$ cat src/rtl/multicycle_control_fsm.sv
// Multi-cycle control unit for the sequential RV64 core: sequences fetch, decode,
// execute, memory and write-back for ld, sd, beq and R-type, with a memory watchdog.
module multicycle_control_fsm #(
    parameter int TIMEOUT = 16,
    parameter int CNT_W   = 32
) (
    input  logic             clk,
    input  logic             rst_n,
    input  logic [6:0]       opcode,
    input  logic             zero,
    input  logic             mem_ready,
    output logic             mem_req,
    output logic             mem_we,
    output logic             mem_addr_sel,
    output logic             ir_write,
    output logic             pc_write,
    output logic             pc_src,
    output logic             alu_src_b,
    output logic [1:0]       alu_op,
    output logic             reg_write,
    output logic             mem_to_reg,
    output logic             halted,
    output logic             illegal_op,
    output logic             bus_err,
    output logic [CNT_W-1:0] retired
);

    localparam int WAIT_W = (TIMEOUT > 1) ? $clog2(TIMEOUT) : 1;
    localparam logic [WAIT_W-1:0] WAIT_LAST = WAIT_W'(TIMEOUT - 1);

    localparam logic [6:0] OP_LD  = 7'b0000011;
    localparam logic [6:0] OP_SD  = 7'b0100011;
    localparam logic [6:0] OP_R   = 7'b0110011;
    localparam logic [6:0] OP_BEQ = 7'b1100011;

    typedef enum logic [3:0] {
        IDLE, FETCH, DECODE, ADDR, MEM_RD, LD_WB, MEM_WR, R_EX, R_WB, BRANCH, HALT
    } state_t;

    state_t            state;
    logic [WAIT_W-1:0] wait_cnt;
    logic              in_mem;

    assign in_mem = (state == FETCH) || (state == MEM_RD) || (state == MEM_WR);

    always_ff @(posedge clk) begin
        if (!rst_n) begin
            state      <= IDLE;
            wait_cnt   <= '0;
            retired    <= '0;
            illegal_op <= 1'b0;
            bus_err    <= 1'b0;
        end else begin
            wait_cnt <= '0;
            // Stalled requests are handled here; the case below only sees completions.
            if (in_mem && !mem_ready) begin
                if (wait_cnt == WAIT_LAST) begin
                    state   <= HALT;
                    bus_err <= 1'b1;
                end else begin
                    wait_cnt <= wait_cnt + 1'b1;
                end
            end
            unique case (state)
                IDLE:   state <= FETCH;
                FETCH:  if (mem_ready) state <= DECODE;
                DECODE: begin
                    if (opcode == OP_LD || opcode == OP_SD) state <= ADDR;
                    else if (opcode == OP_R)                state <= R_EX;
                    else if (opcode == OP_BEQ)              state <= BRANCH;
                    else begin
                        state      <= HALT;
                        illegal_op <= 1'b1;
                    end
                end
                ADDR:   state <= (opcode == OP_LD) ? MEM_RD : MEM_WR;
                MEM_RD: if (mem_ready) state <= LD_WB;
                MEM_WR: begin
                    if (mem_ready) begin
                        retired <= retired + 1'b1;
                        state   <= FETCH;
                    end
                end
                LD_WB, R_WB, BRANCH: begin
                    retired <= retired + 1'b1;
                    state   <= FETCH;
                end
                R_EX:   state <= R_WB;
                HALT:   state <= HALT;
                default: state <= HALT;
            endcase
        end
    end

    // Datapath controls are forced low while reset is held so an aborted
    // instruction cannot write the PC, IR or register file on the reset edge.
    always_comb begin
        mem_req      = 1'b0;
        mem_we       = 1'b0;
        mem_addr_sel = 1'b0;
        ir_write     = 1'b0;
        pc_write     = 1'b0;
        pc_src       = 1'b0;
        alu_src_b    = 1'b0;
        alu_op       = 2'b00;
        reg_write    = 1'b0;
        mem_to_reg   = 1'b0;
        halted       = (state == HALT);
        if (rst_n) begin
            unique case (state)
                FETCH: begin
                    mem_req  = 1'b1;
                    ir_write = mem_ready;
                    pc_write = mem_ready;
                end
                ADDR:   alu_src_b = 1'b1;
                MEM_RD: begin
                    mem_req      = 1'b1;
                    mem_addr_sel = 1'b1;
                end
                LD_WB: begin
                    reg_write  = 1'b1;
                    mem_to_reg = 1'b1;
                end
                MEM_WR: begin
                    mem_req      = 1'b1;
                    mem_we       = 1'b1;
                    mem_addr_sel = 1'b1;
                end
                R_EX:   alu_op = 2'b10;
                R_WB: begin
                    alu_op    = 2'b10;
                    reg_write = 1'b1;
                end
                BRANCH: begin
                    alu_op   = 2'b01;
                    pc_write = zero;
                    pc_src   = 1'b1;
                end
                default: ;
            endcase
        end
    end

endmodule

$ cat config.mk
export PLATFORM = sky130hd
export DESIGN_NAME = multicycle_control_fsm
export DESIGN_NICKNAME = d
export VERILOG_FILES = /design/src/rtl/multicycle_control_fsm.sv
export SDC_FILE = /design/constraint.sdc
export NUM_CORES = 1
export LEC_CHECK = 0
export ABC_AREA = 1
export CORE_ASPECT_RATIO = 1.75
export CORE_MARGIN = 2
export CORE_UTILIZATION = 55
export DETAILED_ROUTE_END_ITERATION = 8
export MAX_ROUTING_LAYER = met4
export PLACE_DENSITY = 0.95
export SETUP_SLACK_MARGIN = 0.1
export SYNTH_ARGS = -nofsm -noshare
export SYNTH_HDL_FRONTEND = slang
export SYNTH_SLANG_ARGS = --single-unit
export TNS_END_PERCENT = 30
$ cat constraint.sdc
create_clock -name clk -period 3.07 [get_ports clk]
set_clock_uncertainty 0.2 [all_clocks]
set_input_delay 0.614 -clock clk [delete_from_list [all_inputs] [get_ports clk]]
set_output_delay 0.614 -clock clk [all_outputs]
set_load 0.03 [all_outputs]
==> flow_metrics.env <==
export IMPL_outcome="complete, no violations"
export IMPL_pwr_share_comb_pct=33.8
export IMPL_holdWs_ns=0.253
export IMPL_yosysSeqAreaShare_pct=31.7
export IMPL_switching_share_pct=39.2
export IMPL_net_switching_power_w=0.000571
export IMPL_hold_path_class="reg2reg"
export IMPL_dp_hpwl_um=5220
export IMPL_pwr_share_seq_pct=42.8
export IMPL_core_area_um2=4670
export IMPL_clock_power_share_pct=23.4
export IMPL_final_common_cell="nand2_1"
export IMPL_antenna_cells=0
export IMPL_rsz0062_at_grt="false"
export IMPL_crit_type="in2out"
export IMPL_worstMarginPinSlew_ns=0.494
export IMPL_synthFlopType="dfxtp_1"
export IMPL_num_io_pins=57
export IMPL_die_h_um=95.9
export IMPL_vias_per_cell=5.43
export IMPL_die_x_um=56.5
export IMPL_grt_use_total_pct=27.2
export IMPL_holdPathEnd="wait_cnt[0]"
export IMPL_grt_start_max_net_pins=24
export IMPL_drcViolationCount=0
export IMPL_cts_root_buf="clkbuf_8"
export IMPL_avgSynthCellArea_um2=6.03
export IMPL_worstPathRequired_ns=2.26
export IMPL_cts_htree_levels=2
export IMPL_grt_pass1_vias=2783
export IMPL_synthesis_area_um2=2650
export IMPL_ant_nets=0
export IMPL_rows=33
export IMPL_clock_latency_ns=0.30
export IMPL_holdPathStages=1
export IMPL_slew_headroom_pct=66.8
export IMPL_critPathArrivalTime_ns=1.83
export IMPL_internal_power_w=0.000887
export IMPL_port_buffers=56
export IMPL_vdd_drop_max_v=0.000421
export IMPL_post_drt_wl_per_cell_um=12.7
export IMPL_reg2reg_depth=8
export IMPL_cts_buffers=5
export IMPL_fin_tns_setup_ns=0
export IMPL_nets=507
export IMPL_drive_gt1_share_pct=7.69
export IMPL_overflow=0
export IMPL_clk_pin_slew_worst_paths_ns=0.07
export IMPL_cts_resized=0
export IMPL_gp_congestion=0.905
export IMPL_start_kind="primary input"
export IMPL_ys_types=31
export IMPL_firstDrtPassIters=5
export IMPL_critPathCaptureType="output pin"
export IMPL_timing_rr_start="state[2]"
export IMPL_hold_buffers=0
export IMPL_synth_edf_count=0
export IMPL_p_per_area_nw_per_um2=446
export IMPL_hold_viol=0
export IMPL_yosys_warnings=0
export IMPL_die_area_um2=5420
export IMPL_final_setup_worst_slack_ns=0.422
export IMPL_antenna_found_initial=0
export IMPL_wirelength_um=6930
export IMPL_tritoncts="done"
export IMPL_synth_seq_cells=42
export IMPL_post_cts_buffers=0
export IMPL_drtIter0Drc=80
export IMPL_syn_num_nets=453
export IMPL_area_growth_pct=23.1
export IMPL_grt_pass1_wl_um=11500
export IMPL_synthArstFlopShare_pct=0
export IMPL_worstHoldStart="wait_cnt[0]"
export IMPL_maxCapViolations=0
export IMPL_most_common_layout_cells="143 x nand2_1, 81 x nor2_1, 45 x clkdlybuf4s50_1, 44 x inv_1, 42 x dfxtp_1"
export IMPL_routed_via_count=2967
export IMPL_setup_viol=0
export IMPL_period_minus_slack_ns=2.65
export IMPL_synth_cells=440
export IMPL_clkSinkCount=42
export IMPL_report_final_slew_viol_count=0
export IMPL_cp_max_fo=23
export IMPL_max_clock_path_buffers=2
export IMPL_place_ws_ns=0.415
export IMPL_initial_core_util_pct=56.9
export IMPL_p_leak_nw=1.21
export IMPL_period_share_pct=86.2
export IMPL_max_freq_mhz=378
export IMPL_r2r_end="retired[3]"
export IMPL_reg2reg_setup_slack_ns=0.99
-- synth_stat cells (all sizes together), types with 2 or more instances --
master  instances  share of area [%]
xor2            7                2.3
o21ai          12                2.4
dfxtp          42                 32
xnor2           3               0.99
ha              2               0.94
o21a            2               0.57
nor3            8                1.5
nand2         146                 21
inv            47                6.6
buf             9                2.9
nor2           87                 13
nand4           9                2.1
a21oi          31                5.8
clkbuf          3               0.42
nand3          27                6.1
-- stage by stage --
stage	instance area, µm²	power (W)	instances	utilization, %
after floorplan	2650	0.00102	440	-
after global placement	3190	0.00111	539	68.3
after detailed placement	3190	0.00113	539	68.3
after CTS	3270	0.00146	546	70.0
after global routing	3270	0.00154	546	70.0
final	3270	0.00146	546	70.0
-- state kept, by name, indices dropped and copies added (netlist names) --
| signal | count |
|---|---|
| wait_cnt | 4 |
| retired | 32 |
| state | 4 |
| bus_err | 1 |
| illegal_op | 1 |
-- layout make-up --
class | instances | area, µm²
Multi-Input combinational cell | 339 | 1550
Fill cell | 373 | 1400
Sequential cell | 42 | 841
Timing Repair Buffer | 59 | 556
Inverter | 47 | 176
Clock buffer | 5 | 68.8
Tap cell | 52 | 65.1
Clock inverter | 2 | 10.0
-- power by group through the flow --
stage | Combinational, W | Clock (W) | Sequential [W]
6_report | 0.000493 | 0.000341 | 0.000624
5_1_grt | 0.000541 | 0.000369 | 0.000632
3_3_place_gp | 0.000476 | 0 | 0.000633
2_1_floorplan | 0.000372 | 0 | 0.000649
3_5_place_dp | 0.000490 | 0 | 0.000635
4_1_cts | 0.000492 | 0.000347 | 0.000623
-- worst max-delay path: stages --
cell	delay, ns
clkdlybuf4s50_1	0.42
inv_1	0.22
buf_4	0.33
nor2_1	0.08
buf_4	0.17
-- cell families (layout without fill, tap and decap cells) --
kind of cell / after synthesis / after routing / share of synthesized area (%)
compound gates: 48 / 48 / 9.67
xor+xnor: 10 / 10 / 3.30
fa+ha+maj: 2 / 2 / 0.943
buf+inv: 59 / 113 / 9.95
flops: 42 / 42 / 31.7
simple gates: 279 / 279 / 44.5
-- layer usage --
layer / global-route usage [%] / wire (µm)
met4: 22.2 / 353
met3: 3.36 / 343
met5: - / 0
met1: 26.5 / 2500
met2: 47.8 / 3730
-- worst max-delay path by stage --
| stage | cells after the start | end | slack, ns | from |
|---|---|---|---|---|
| after floorplan | 4 | alu_src_b | 0.17 | rst_n |
| after global placement | 5 | mem_addr_sel | 0.42 | rst_n |
| after detailed placement | 5 | mem_addr_sel | 0.42 | rst_n |
| after CTS | 5 | mem_addr_sel | 0.42 | rst_n |
| after global routing | 5 | mem_req | 0.32 | rst_n |
| final | 5 | mem_addr_sel | 0.42 | rst_n |
(Power assumes the default switching activity.)
